File: config.mk
export PLATFORM = sky130hd
export DESIGN_NAME = uart_tx_serializer
export DESIGN_NICKNAME = d
export VERILOG_FILES = /design/src/rtl/uart_tx_serializer.sv
export SDC_FILE = /design/constraint.sdc
export NUM_CORES = 1
export LEC_CHECK = 0
export CELL_PAD_IN_SITES_DETAIL_PLACEMENT = 1
export CELL_PAD_IN_SITES_GLOBAL_PLACEMENT = 1
export CORE_MARGIN = 5
export CORE_UTILIZATION = 30
export DETAILED_ROUTE_END_ITERATION = 10
export PLACE_DENSITY_LB_ADDON = 0.08
export REMOVE_ABC_BUFFERS = 1
export SLEW_MARGIN = 10
export SYNTH_ARGS = -nofsm -noshare
export SYNTH_HDL_FRONTEND = slang
export SYNTH_SLANG_ARGS = --single-unit
File: constraint.sdc
create_clock -name clk -period 1.67 [get_ports clk]
set_input_delay 0.2505 -clock clk [delete_from_list [all_inputs] [get_ports clk]]
set_output_delay 0.2505 -clock clk [all_outputs]
set_load 0.01 [all_outputs]
File: src/rtl/uart_tx_serializer.sv
// UART transmitter: start bit, 8 data bits LSB first, optional parity, one stop bit.
// Define UART_TX_PARITY_EN to build the parity stage; otherwise par_en/par_typ are ignored.
module uart_tx_serializer (
    input  logic       clk,
    input  logic       rst,
    input  logic [4:0] prescale,
    input  logic       data_valid,
    input  logic [7:0] p_data,
    input  logic       par_en,
    input  logic       par_typ,
    output logic       tx_out,
    output logic       busy
);

`ifdef UART_TX_PARITY_EN
    typedef enum logic [2:0] {IDLE, START, DATA, PARITY, STOP} state_t;
`else
    typedef enum logic [2:0] {IDLE, START, DATA, STOP} state_t;
`endif

    state_t     state;
    logic [4:0] edge_cnt;
    logic [2:0] bit_cnt;
    logic [7:0] data_q;
    logic [4:0] ps_q;
    logic       par_en_q;
    logic       par_typ_q;
    logic       bit_done;
    logic [2:0] next_bit;
    logic [4:0] ps_norm;

    assign bit_done = (edge_cnt == ps_q);
    assign next_bit = bit_cnt + 3'd1;
    // Unsupported oversampling ratios fall back to 8x.
    assign ps_norm  = (prescale == 5'd7 || prescale == 5'd15 || prescale == 5'd31) ? prescale : 5'd7;

`ifdef UART_TX_PARITY_EN
    logic par_bit;
    assign par_bit = (^data_q) ^ par_typ_q;
`else
    logic unused_par;
    assign unused_par = ^{par_en, par_typ, par_en_q, par_typ_q};
`endif

    always_ff @(posedge clk) begin
        if (!rst) begin
            state     <= IDLE;
            tx_out    <= 1'b1;
            busy      <= 1'b0;
            edge_cnt  <= 5'd0;
            bit_cnt   <= 3'd0;
            data_q    <= 8'd0;
            ps_q      <= 5'd0;
            par_en_q  <= 1'b0;
            par_typ_q <= 1'b0;
        end else begin
            case (state)
                IDLE: begin
                    tx_out   <= 1'b1;
                    busy     <= 1'b0;
                    edge_cnt <= 5'd0;
                    bit_cnt  <= 3'd0;
                    if (data_valid && !busy) begin
                        data_q    <= p_data;
                        ps_q      <= ps_norm;
                        par_en_q  <= par_en;
                        par_typ_q <= par_typ;
                        state     <= START;
                        tx_out    <= 1'b0;
                        busy      <= 1'b1;
                    end
                end
                START: begin
                    if (bit_done) begin
                        edge_cnt <= 5'd0;
                        bit_cnt  <= 3'd0;
                        tx_out   <= data_q[0];
                        state    <= DATA;
                    end else begin
                        edge_cnt <= edge_cnt + 5'd1;
                    end
                end
                DATA: begin
                    if (bit_done) begin
                        edge_cnt <= 5'd0;
                        if (bit_cnt == 3'd7) begin
`ifdef UART_TX_PARITY_EN
                            if (par_en_q) begin
                                tx_out <= par_bit;
                                state  <= PARITY;
                            end else begin
                                tx_out <= 1'b1;
                                state  <= STOP;
                            end
`else
                            tx_out <= 1'b1;
                            state  <= STOP;
`endif
                        end else begin
                            bit_cnt <= next_bit;
                            tx_out  <= data_q[next_bit];
                        end
                    end else begin
                        edge_cnt <= edge_cnt + 5'd1;
                    end
                end
`ifdef UART_TX_PARITY_EN
                PARITY: begin
                    if (bit_done) begin
                        edge_cnt <= 5'd0;
                        tx_out   <= 1'b1;
                        state    <= STOP;
                    end else begin
                        edge_cnt <= edge_cnt + 5'd1;
                    end
                end
`endif
                STOP: begin
                    // Last stop cycle hands back to IDLE; IDLE guarantees one idle-high cycle.
                    if (bit_done) begin
                        edge_cnt <= 5'd0;
                        tx_out   <= 1'b1;
                        busy     <= 1'b0;
                        state    <= IDLE;
                    end else begin
                        edge_cnt <= edge_cnt + 5'd1;
                    end
                end
                default: begin
                    state  <= IDLE;
                    tx_out <= 1'b1;
                    busy   <= 1'b0;
                end
            endcase
        end
    end

endmodule

==> results of run 1 <==
## cell usage in the layout, fill, tap and decap left out, types with 3 or more instances in the layout
cell type,count
inv_1,3
nand3_1,10
clkdlybuf4s50_1,17
a21boi_0,10
clkbuf_8,3
nor2b_1,5
buf_4,14
dfxtp_1,23
o21a_1,3
ha_1,7
nand4_1,3
o21ai_0,3
xor2_1,4
nor2_1,9
a21oi_1,3
nand2_1,19
o211ai_1,6
xnor2_1,3
## cell usage after synthesis (all sizes together), types with 2 or more instances
master	instances	area, um2
a2111oi	2	30.03
o21a	3	22.52
o211ai	6	45.04
o311ai	2	17.52
nand2	19	71.32
inv	3	11.26
o21ai	3	15.01
ha	9	112.6
nor2b	5	31.28
a21boi	10	75.07
nand3	10	50.05
nor2	9	33.78
a21oi	3	15.01
xor2	4	35.03
xnor2	4	35.03
clkbuf	5	38.79
mux4	2	45.04
buf	2	12.51
nor3	2	15.01
dfxtp	25	500.5
nand4	3	18.77
## power groups by stage
stage / sequential [mW] / combinational [mW] / clock, mW
floorplan: 0.804 / 0.645 / 0
global placement: 0.798 / 1.05 / 0
detailed placement: 0.804 / 1.07 / 0
CTS: 0.792 / 1.09 / 0.378
global route: 0.807 / 1.23 / 0.405
finish: 0.790 / 1.09 / 0.362
## final timing paths
path / start / to / slack [ps] / cells past startpoint
setup reg to reg: bit_cnt[0]$_SDFFE_PN0P_ / tx_out$_SDFFE_PN1P_ / -40 / 5
hold reg to reg: data_q[2]$_SDFFE_PN0P_ / data_q[2]$_SDFFE_PN0P_ / 480 / 2
setup / recovery: bit_cnt[0]$_SDFFE_PN0P_ / tx_out$_SDFFE_PN1P_ / -40 / 5
hold / removal: data_q[2]$_SDFFE_PN0P_ / data_q[2]$_SDFFE_PN0P_ / 480 / 2
## stage by stage
step | utilization | setup WS, ps
after CTS | 0.3980 | -47.07
after floorplan | - | -140.9
after detailed placement | 0.3812 | -199.6
after global routing | 0.4019 | -81.13
after global placement | 0.3812 | -153.1
final | 0.4019 | -35.33
## metal layers
metal	track usage	part of all wire	vias to the layer above
met1	0.1578	0.46	570
met3	0.02778	0.040	4
met4	0.04124	0.014	0
met2	0.2220	0.48	25
met5	0	0	-
li1	-	-	597
## registers in the layout (all words and copies together), names as in the netlist
name and flops:
tx_out 1, edge_cnt 5, bit_cnt 3, data_q 8, state 2, ps_q 5
busy 1
## kinds of logic (layout without fill, tap and decap cells)
logic type / Yosys count / in the layout / share of synthesized area
AND/OR/NAND/NOR: 57 / 57 / 0.2093
AO/OA/AOI/OAI: 36 / 36 / 0.2029
flip-flops: 25 / 25 / 0.3623
multiplexers: 4 / 4 / 0.04800
buffers and inverters: 10 / 39 / 0.04529
adder cells (fa/ha/maj): 9 / 9 / 0.08152
XOR/XNOR: 8 / 8 / 0.05072
## critical path, stage by stage (launching register included)
cell and delay (ps):
dfxtp_2 350, ha_4 260, mux4_2 480, mux2_4 270
nor3_2 140, o311ai_1 90
## layout make-up
cell class / count / area (um2)
tap: 52 / 65.06
multi-input combinational: 114 / 854.6
sequential: 25 / 503.0
timing repair buffer: 32 / 295.3
fill: 504 / 2640
inverter: 3 / 11.26
clock buffer: 4 / 45.04
## repair_timing
action | CTS | global route
pin swaps | 1 | 0
setup endpoints to repair | 2 | 7
setup buffers | 1 | 0
endpoints found under the hold margin | 0 | 0
resized for setup | 5 | 2
==> flow_summary.toml, run 1 <==
[sta]
slew_headroom = 0.7549
finalSetupTns_ps = -35.33
holdWs_ps = 476.6
final_hold_viol_count = 0
finalWorstSetupSlack_ps = -35.33
worst_slew_pin_slew_ps = 366.2
rsz0062_at_grt = "true"
setup_viol = 1
fin_crit_sh = 1.021
fmax_ghz = 0.5864
report.final.slew_viol_count = 0
finClkSkew_ps = 3.391
period_needed_ps = 1705

[synthesis]
syn_area_per_cell_um2 = 9.271
synth_cells = 149
yosysSeqAreaShare = 0.3623
ys_ff_latch = 25
yosysUniqueCellTypes = 42
async_reset_ff_frac = 0
netlist_area_um2 = 1381
synth_edf_count = 0
synthFlopType = "dfxtp_1"
ys_warn_count = 0

[power]
p_int_mw = 1.388
power_frac_comb = 0.487
totalPowerFinal_mw = 2.245
power_frac_seq = 0.352
peakVddDrop_mv = 0.4314
p_per_area_nw_per_um2 = 1266
p_sw_frac = 0.3819
p_leak_nw = 0.6871
p_switching_uw = 857.4
power_frac_clock = 0.161

[layout]
final_cells = 230
drive_above_1_share = 0.1742
stdcell_area_um2 = 1774
n_antenna_cell = 0
finalNetCount = 206
syn2layout_area_growth_pct = 28.44

[floorplanning]
die_area_um2 = 6061
num_rows = 24
start_util = 0.3129
num_io_pins = 20
design.core.area_um2 = 4414
die_h_um = 77.86
chipWidth_um = 77.86

[routing]
first_iter_violations = 65
postRouteAntennaNets = 0
drt_first_pass_iters = 4
vias_per_cell = 5.200
wl_per_cell_um = 15.58
remaining_drc_errors = 0
wl_mm = 3.583
vias = 1196

[cts]
clockBufferDepth = 2
clk_latency_ps = 270
cts.htree.levels = 1
numCtsBuffers = 3
hold_buffers = 0
path_clk_slew_ps = 90
cts_tree = "built"
cts.sinks = 25
cts-root-buf = "clkbuf_8"

[status]
violations = "setup timing"
status = "complete, but fails checks"

[placed_design]
placement.io_buffers = 17
place_congestion = 0.7566
dp.cells = 225
dp_hpwl_mm = 2.890
place_area_um2 = 1683

[grt]
gr-total-overflow = 0
antenna_found_initial = 0
grt_pass1_wl_mm = 6.265
first_global_vias = 1307
grt_max_degree = 14
grt_usage = 0.1287

[setup_path]
arrival_ps = 1850
end_kind = "flip-flop"
worstSetupPathType = "flip-flop to flip-flop"
worstPathRequired_ps = 1820
startpoint_type = "flip-flop"
worstPathMaxFanout = 2

[worst_hold_path]
worstHoldPathType = "flip-flop to flip-flop"

[job]
maxCapViolCount = 0
Note: power is estimated with default switching activity, not from simulation.
==> run 2: changes to the inputs <==
Settings changed: CORE_UTILIZATION 30 to 37.
==> run 2 against run 1 <==
  * The run still ends with setup timing left
  * Design area decreased by 1.8%
  * Final cell count decreased by 2.6%
  * Non-clock buffer count decreased by 2
  * Critical path depth increased by 1
  * Die area decreased by 17%
  * Clock-buffer cell count unchanged
  * Sequential power increased by 1%
  * Maximum frequency increased by 1.9%
  * Worst setup slack improved by 31 ps
  * Global-route usage increased by 1.4 points
  * Highest routed layer unchanged
  * Routed wire length decreased by 2.6%
==> flow_summary.toml, run 2 (same netlist as run 1, synthesis figures left out) <==
[status]
status = "complete, but fails checks"
violations = "setup timing"

[cts]
cts-root-buf = "clkbuf_8"
cts_tree = "built"
cts_setup_buffers = 0
clockBufferDepth = 2
hold_buffers = 0
cts.htree.levels = 1
clk_latency_ps = 260
path_clk_slew_ps = 90
cts.sinks = 25
numCtsBuffers = 3

[layout]
fin_util = 0.4797
drive_above_1_share = 0.1648
finalNetCount = 204
fillers = 435
final_cell_mix = "dfxtp_1 (23), nand2_1 (19), clkdlybuf4s50_1 (17), buf_4 (13)"
regMostFlops = "data_q"
final_common_cell = "dfxtp_1"
largest_reg_flops = 8
n_antenna_cell = 0
syn2layout_area_growth_pct = 26.18
reg_top3 = "data_q: 8 flops, edge_cnt: 5 flops, ps_q: 5 flops"

[setup_path]
worstPathRequired_ps = 1850
worstSetupPathType = "flip-flop to flip-flop"
r2r_setup_slack_ps = -4
end_kind = "flip-flop"
critPathLaunch = "bit_cnt[1]$_SDFFE_PN0P_"
arrival_ps = 1850
reg2reg_to = "bit_cnt[0]$_SDFFE_PN0P_"
worstPathMaxFanout = 3
r2r-start = "bit_cnt[1]$_SDFFE_PN0P_"
startpoint_type = "flip-flop"
r2r_cells = 6
crit_path_end = "bit_cnt[0]$_SDFFE_PN0P_"

[power]
p_leak_nw = 0.6695
p_sw_frac = 0.3829
power_frac_seq = 0.356
p_switching_uw = 860.0
power_frac_clock = 0.158
power_frac_comb = 0.485
peakVddDrop_mv = 0.3797
p_int_mw = 1.386
totalPowerFinal_mw = 2.246
p_per_area_nw_per_um2 = 1289

[grt]
gr-total-overflow = 0
grt_usage = 0.1431
first_global_vias = 1283
grt_max_degree = 14
grt_pass1_wl_mm = 5.871
antenna_found_initial = 0

[floorplanning]
design.core.area_um2 = 3633
num_rows = 22
chipWidth_um = 71.10
start_util = 0.3802
die_area_um2 = 5055
die_h_um = 71.10
num_io_pins = 20

[job]
maxCapViolCount = 0

[sta]
finalWorstSetupSlack_ps = -4.257
worst_slew_pin_slew_ps = 427.2
rsz0062_at_grt = "true"
slew_headroom = 0.7142
fmax_ghz = 0.5973
final_hold_viol_count = 0
period_needed_ps = 1674
fin_crit_sh = 1.003
report.final.slew_viol_count = 0
finClkSkew_ps = 5.771
holdWs_ps = 476.5
setup_viol = 2

[routing]
postRouteAntennaNets = 0
vias = 1192
vias_per_cell = 5.321
remaining_drc_errors = 0
wl_per_cell_um = 15.58
first_iter_violations = 53
wl_mm = 3.489
drt_first_pass_iters = 4

[worst_hold_path]
holdCritStartpoint = "data_q[3]$_SDFFE_PN0P_"
worstHoldPathType = "flip-flop to flip-flop"

[placed_design]
dp_hpwl_mm = 2.747
place_congestion = 0.8337
placement.io_buffers = 17
## run 2: changes by cell type in the layout (fill, tap and decap cells not counted), sizes merged
cell,before,now
buf,15,13
## run 2: worst min-delay path by stage
stage	to	depth (start not counted)	slack, ps
finish	data_q[3]$_SDFFE_PN0P_	2	480
detailed placement	data_q[5]$_SDFFE_PN0P_	2	470
global placement	data_q[7]$_SDFFE_PN0P_	2	450
floorplan	tx_out$_SDFFE_PN1P_	1	330
CTS	data_q[5]$_SDFFE_PN0P_	2	480
global route	data_q[5]$_SDFFE_PN0P_	2	500
## run 2: layout make-up
class	instances	area, um2	share of cell area
timing repair buffer	30	267.8	0.1536
clock buffer	4	45.04	0.02584
sequential	25	503.0	0.2886
inverter	3	11.26	0.006461
multi-input combinational	114	855.8	0.4910
tap	48	60.06	0.03446
## run 2: routing by layer
| layer | global-route usage | up-vias | share of wire |
|---|---|---|---|
| met1 | 0.1772 | 574 | 0.47 |
| met2 | 0.2544 | 20 | 0.49 |
| li1 | - | 594 | - |
| met3 | 0.02557 | 4 | 0.031 |
| met5 | 0 | - | 0 |
| met4 | 0.03758 | 0 | 0.0089 |
## run 2: through the flow
stage                     setup slack (ps)  cells  area [um2]  setup TNS, ps
after floorplan                     -140.9    142        1330         -140.9
after global placement              -142.4    220        1658         -566.8
after detailed placement            -212.5    220        1658          -1074
after CTS                           -11.45    224        1722         -11.45
after global routing                -93.94    224        1743         -500.6
final                               -4.257    224        1743         -7.489
## run 2: power groups by stage
| stage | Sequential (mW) | Clock, mW | Combinational (mW) |
|---|---|---|---|
| CTS | 0.802 | 0.370 | 1.06 |
| global placement | 0.803 | 0 | 1.01 |
| finish | 0.800 | 0.356 | 1.09 |
| floorplan | 0.804 | 0 | 0.645 |
| detailed placement | 0.813 | 0 | 1.04 |
| global route | 0.817 | 0.395 | 1.21 |
## run 2: worst max-delay path, cell delays in order (launching register included)
cell	delay, ps
dfxtp_2	350
ha_4	150
ha_1	220
nor2b_1	320
and3b_1	260
nand3_1	90
o221ai_1	200
## run 2: what timing repair did
action	in CTS	in global routing
setup endpoints to repair	1	10
pin swaps	3	1
gates resized for setup	4	3
==> run 3: changes to the inputs <==
Settings changed: CAP_MARGIN set to 5, CORE_MARGIN 5 to 1.5.
==> run 3 against run 2 <==
  * The flow still finishes with violations (setup timing)
  * Design area rose by 1.1%
  * Register-to-register slack got worse by 20 ps
  * Global-route usage rose by 4.2 points
  * Final cell count fell by 0.89%
  * Maximum frequency fell by 1.1%
  * Highest routed layer unchanged
==> flow_summary.toml, run 3 (same netlist as run 1, synthesis figures left out) <==
[cts]
cts.htree.levels = 1
clockBufferDepth = 2
cts-root-buf = "clkbuf_8"
cts.sinks = 25
path_clk_slew_ps = 90
numCtsBuffers = 3
clk_latency_ps = 270
cts_tree = "built"
cts_setup_buffers = 0

[floorplanning]
die_area_um2 = 4109
design.core.area_um2 = 3633
num_io_pins = 20
die_h_um = 64.10
start_util = 0.3802
num_rows = 22
chipWidth_um = 64.10

[grt]
grt_max_degree = 26
first_global_vias = 1296
grt_pass1_wl_mm = 5.975
antenna_found_initial = 0
grt_usage = 0.1854
gr-total-overflow = 0

[power]
totalPowerFinal_mw = 2.295
p_leak_nw = 0.6660
p_sw_frac = 0.3948
power_frac_clock = 0.165
power_frac_seq = 0.349
peakVddDrop_mv = 0.4293
power_frac_comb = 0.486
p_int_mw = 1.389
p_per_area_nw_per_um2 = 1303
p_switching_uw = 906.1

[sta]
final_hold_viol_count = 0
finalWorstSetupSlack_ps = -22.63
period_needed_ps = 1693
report.final.slew_viol_count = 0
fmax_ghz = 0.5908
setup_viol = 1
finClkSkew_ps = 1.298
slew_headroom = 0.7512
worst_slew_pin_slew_ps = 372.5
fin_crit_sh = 1.014
rsz0062_at_grt = "true"

[layout]
fin_util = 0.4848
largest_reg_flops = 8
reg_top3 = "data_q: 8 flops, edge_cnt: 5 flops, ps_q: 5 flops"
final_cells = 222
finalNetCount = 202
final_cell_mix = "dfxtp_1 (23), nand2_1 (19), clkdlybuf4s50_1 (17)"
regMostFlops = "data_q"
drive_above_1_share = 0.1724
final_common_cell = "dfxtp_1"
stdcell_area_um2 = 1762
n_antenna_cell = 0
syn2layout_area_growth_pct = 27.54

[setup_path]
startpoint_type = "flip-flop"
worstSetupPathType = "flip-flop to flip-flop"
r2r-start = "bit_cnt[0]$_SDFFE_PN0P_"
worstPathMaxFanout = 2
r2r_cells = 5
r2r_setup_slack_ps = -20
worst_path_max_delay_cell = "mux4_2"
reg2reg_to = "tx_out$_SDFFE_PN1P_"
worstPathRequired_ps = 1820
crit_chain = "ha_4 > mux4_2 > mux2_4 > nor3_2 > o311ai_1"
arrival_ps = 1850
end_kind = "flip-flop"
critPathMaxStageDelay_ps = 490

[placed_design]
dp_hpwl_mm = 2.580
place_congestion = 0.8109
dp.cells = 218
placement.io_buffers = 17
place_ws_ps = -224.6
place_area_um2 = 1655

[routing]
vias_per_cell = 5.311
wl_per_cell_um = 15.48
vias = 1179
wl_mm = 3.437
remaining_drc_errors = 0
drt_first_pass_iters = 4
postRouteAntennaNets = 0
first_iter_violations = 76

[worst_hold_path]
min_delay_worst_endpoint = "data_q[5]$_SDFFE_PN0P_"
worstHoldPathType = "flip-flop to flip-flop"
holdPathStages = 2
holdCritStartpoint = "data_q[5]$_SDFFE_PN0P_"

[status]
status = "complete, but fails checks"
violations = "setup timing"

[job]
maxCapViolCount = 0
[run 3: changes by cell type in the layout (fill, tap and decap cells not counted)]
| cell | previous run | this run |
|---|---|---|
| buf_4 | 13 | 10 |
| buf_12 | 0 | 1 |
| ha_1 | 7 | 6 |
| ha_4 | 1 | 2 |
| nor2b_1 | 5 | 4 |
| nor2b_2 | 0 | 1 |
| nor3_1 | 1 | 0 |
| nor3_2 | 1 | 2 |
| nor4b_1 | 0 | 1 |
| nor4b_2 | 1 | 0 |
| o311ai_1 | 2 | 1 |
| o311ai_2 | 0 | 1 |
[run 3: timing repair]
| action | CTS | global route |
|---|---|---|
| gates resized for setup | 5 | 6 |
| endpoints found under the setup margin | 2 | 10 |
| pin swaps | 3 | 1 |
| hold buffers | 0 | 0 |
[run 3: critical path: cells and delay by family (launching register included)]
| family | cells | cell delay, ps |
|---|---|---|
| compound gates | 1 | 100 |
| fa+ha+maj | 1 | 270 |
| simple gates | 1 | 100 |
| flops | 1 | 350 |
| mux | 2 | 760 |
[run 3: cell type report]
cell class	instances	area, um2
repair buffers	28	265.3
fillers	429	1872
flip-flops and latches	25	503.0
well taps	48	60.06
clock buffers	4	45.04
inverters	3	11.26
multi-input cells	114	877.1
[run 3: stage by stage]
step	TNS [ps]	hold WS [ps]
global placement	-674.1	450.1
CTS	-29.29	483.6
floorplan	-140.9	328.9
global route	-75.02	513.7
detailed placement	-1124	470.2
finish	-22.63	481.1
[run 3: worst max path at each step]
| stage | startpoint | endpoint | slack (ps) | cells past startpoint |
|---|---|---|---|---|
| final | bit_cnt[0]$_SDFFE_PN0P_ | tx_out$_SDFFE_PN1P_ | -20 | 5 |
| after global routing | bit_cnt[0]$_SDFFE_PN0P_ | tx_out$_SDFFE_PN1P_ | -50 | 5 |
| after CTS | bit_cnt[0]$_SDFFE_PN0P_ | tx_out$_SDFFE_PN1P_ | -30 | 5 |
| after detailed placement | data_valid | state[1]$_SDFFE_PN0P_ | -220 | 5 |
| after global placement | data_valid | state[1]$_SDFFE_PN0P_ | -170 | 5 |
| after floorplan | bit_cnt[0]$_SDFFE_PN0P_ | tx_out$_SDFFE_PN1P_ | -140 | 5 |
[run 3: power groups by stage]
stage / clock network (mW) / registers, mW / logic, mW
floorplan: 0 / 0.804 / 0.645
global placement: 0 / 0.802 / 0.990
detailed placement: 0 / 0.812 / 1.02
CTS: 0.379 / 0.800 / 1.05
global route: 0.409 / 0.818 / 1.23
finish: 0.379 / 0.801 / 1.12
[run 3: metal layers]
metal  global-route usage  part of all wire  vias up
met2               0.3229              0.48       23
met1               0.2324              0.48      566
li1                     -                 -      586
met3              0.02641             0.031        4
met4              0.06649             0.010        0
met5                    0                 0        -
==> variant, RTL diff (config.mk and constraints of run 2) <==
Reset style: asynchronous (`rst`), changed in one clocked block.
--- a/src/rtl/uart_tx_serializer.sv
+++ b/src/rtl/uart_tx_serializer.sv
@@ -42,7 +42,7 @@
     assign unused_par = ^{par_en, par_typ, par_en_q, par_typ_q};
 `endif
 
-    always_ff @(posedge clk) begin
+    always_ff @(posedge clk or negedge rst) begin
         if (!rst) begin
             state     <= IDLE;
             tx_out    <= 1'b1;
Behaviour: differs if rst is asserted again (counterexample within 4 cycles, from zero or initial values and one cycle with rst low); with rst held inactive, the same outputs for 10 cycles.
==> variant against run 2 <==
The run still ends with negative setup slack left. Sequential cell count unchanged. Worst setup slack worse by 0.31 ns. Clock skew up 0.0068 ns. Area after synthesis down 7.9%. Power up 25%. Worst hold slack worse by 0.19 ns. Die area down 6.8%. Final area down 2.0%. Critical path depth up 1. Clock power down 21%. Final cell count down 17%. Wire length down 15%. Via count down 23%.
==> variant: results (changes against run 2) <==
STA
  • Crit path time final: 1.989 ns (was 1.674 ns)
  • Final worst slack: -0.3188 ns (was -0.004257 ns)
  • Setup violations, final: 2 (unchanged)
  • Slew headroom: 77.38% (was 71.42%)

Placement
  • Post-Place Cells: 179 (was 220)
  • RD Place Congestion: 0.7237 (was 0.8337)
  • Detailed Place HPWL: 2.260 mm (was 2.747 mm)

Route
  • Initial DRC Count: 27 (was 53)
  • Total number of vias: 919 (was 1,192)
  • DR WL/cell: 16.10 um (was 15.58 um)

Clock tree
  • Worst-path clk slew: 0.15 ns (was 0.09 ns)
  • Clock Tree Root: clkbuf_4 (was clkbuf_8)
  • Clk_lat worst skew: 0.33 ns (was 0.26 ns)

Hold path
  • Class of the worst hold path: in2async (was reg2reg)

Global route
  • Tot GR Track Use: 14.53% (was 14.31%)
  • Vias in the first global route: 1,044 (was 1,283)
  • Pin count of the biggest net entering global routing: 26 (was 14)

Critical path
  • CP peak stage delay: 0.45 ns (was 0.35 ns)
  • Crit path arrival time: 2.25 ns (was 1.85 ns)
  • Slowest-stage cell, CP: dfrtp_1 (was dfxtp_2)

Outcome
  • Failing checks: negative setup slack (unchanged)
  • Status: finished with violations (unchanged)

Synthesis
  • Cells after Synth: 103 (was 149)
  • Synth cell count leaders: dfrtp_1 (24), mux2_2 (12), ha_1 (9) (was dfxtp_1 (25), nand2_1 (19), a21boi_0 (10), nand3_1 (10))
  • Post-synthesis sequential area ratio: 49.26% (was 36.23%)
  • Yosys cell types: 27 (was 42)
  • Synth area leaders: dfrtp_1 (47%), mux2_2 (11%), ha_1 (8.8%) (was dfxtp_1 (36%), ha_1 (8.2%), a21boi_0 (5.4%))
  • Async S/R FF share, synth: 100.0% (was 0%)

Pwr
  • Leakage power: 0.7487 nW (was 0.6695 nW)
  • Peak supply drop: 640.7 uV (was 379.7 uV)

Finish
  • Layout cells sized above 1: 29.50% (was 16.48%)
-- variant: cells by family (layout without fill, tap and decap cells) --
logic type               Yosys count  in the layout  synth area share (%)
XOR/XNOR                           7              7                 4.818
flip-flops                        25             25                 49.26
adder cells (fa/ha/maj)            9              9                 8.850
buffers and inverters              5             41                 1.474
multiplexers                      15             15                 15.54
AO/OA/AOI/OAI                     15             15                 8.850
AND/OR/NAND/NOR                   27             27                 11.21
-- variant: path summary, 6_finish.rpt --
check	slack, ns	cells past startpoint	to	startpoint
worst min-delay path	0.29	2	data_q[5]$_DFFE_PN0P_	rst
worst min register to register	0.51	1	ps_q[0]$_DFFE_PN0P_	ps_q[0]$_DFFE_PN0P_
worst max register to register	-0.32	7	tx_out$_DFFE_PN1P_	bit_cnt[1]$_DFFE_PN0P_
max in group asynchronous	1.08	2	tx_out$_DFFE_PN1P_	rst
worst max-delay path	-0.32	7	tx_out$_DFFE_PN1P_	bit_cnt[1]$_DFFE_PN0P_
min in group clk	0.51	1	ps_q[0]$_DFFE_PN0P_	ps_q[0]$_DFFE_PN0P_
-- variant: power groups by stage --
stage,logic [mW],registers [mW],clock network (mW)
CTS,1.45,1.00,0.300
global route,1.69,1.03,0.332
detailed placement,1.39,1.03,0
finish,1.53,1.00,0.281
global placement,1.35,1.01,0
floorplan,0.842,0.998,0
-- variant: final cells by class --
| class | instances | area (sq um) |
|---|---|---|
| Clock buffer | 3 | 22.52 |
| Sequential cell | 25 | 626.9 |
| Clock inverter | 1 | 7.507 |
| Timing Repair Buffer | 33 | 301.5 |
| Fill cell | 385 | 1629 |
| Tap cell | 46 | 57.56 |
| Multi-Input combinational cell | 73 | 676.9 |
| Inverter | 4 | 15.01 |
-- variant: stage by stage --
step / util (%) / setup WS (ns) / total power, mW / hold slack, ns / setup TNS, ns
after floorplan: - / -0.2210 / 1.840 / -0.04509 / -0.2210
after global placement: 48.37 / -0.2074 / 2.358 / 0.4722 / -0.2341
after detailed placement: 48.37 / -0.3017 / 2.424 / 0.4770 / -0.4095
after CTS: 50.28 / -0.2623 / 2.754 / 0.2963 / -0.2869
after global routing: 51.18 / -0.3606 / 3.053 / 0.2947 / -0.4820
final: 51.18 / -0.3188 / 2.815 / 0.2852 / -0.3673
-- variant: metal layers --
layer  up-vias  wire length (um)  GRT usage [%]
met5         -                 0              0
met4         0                72          6.452
met3         7                60          2.431
met2        13              1560          24.43
met1       457              1285          18.17
li1        442                 -              -
-- variant: worst register-to-register path, stage by stage, from the launching register on --
cell and delay (ns):
dfrtp_1 0.45, ha_4 0.19, ha_4 0.27, mux4_2 0.30, mux2_4 0.28, nand2_2 0.06
nand4_1 0.09, mux2_4 0.28
-- variant: what timing repair did --
action,in CTS,in global routing
resized for setup,4,9
endpoints found under the setup margin,6,6
setup buffers,2,0
pin swaps,0,4
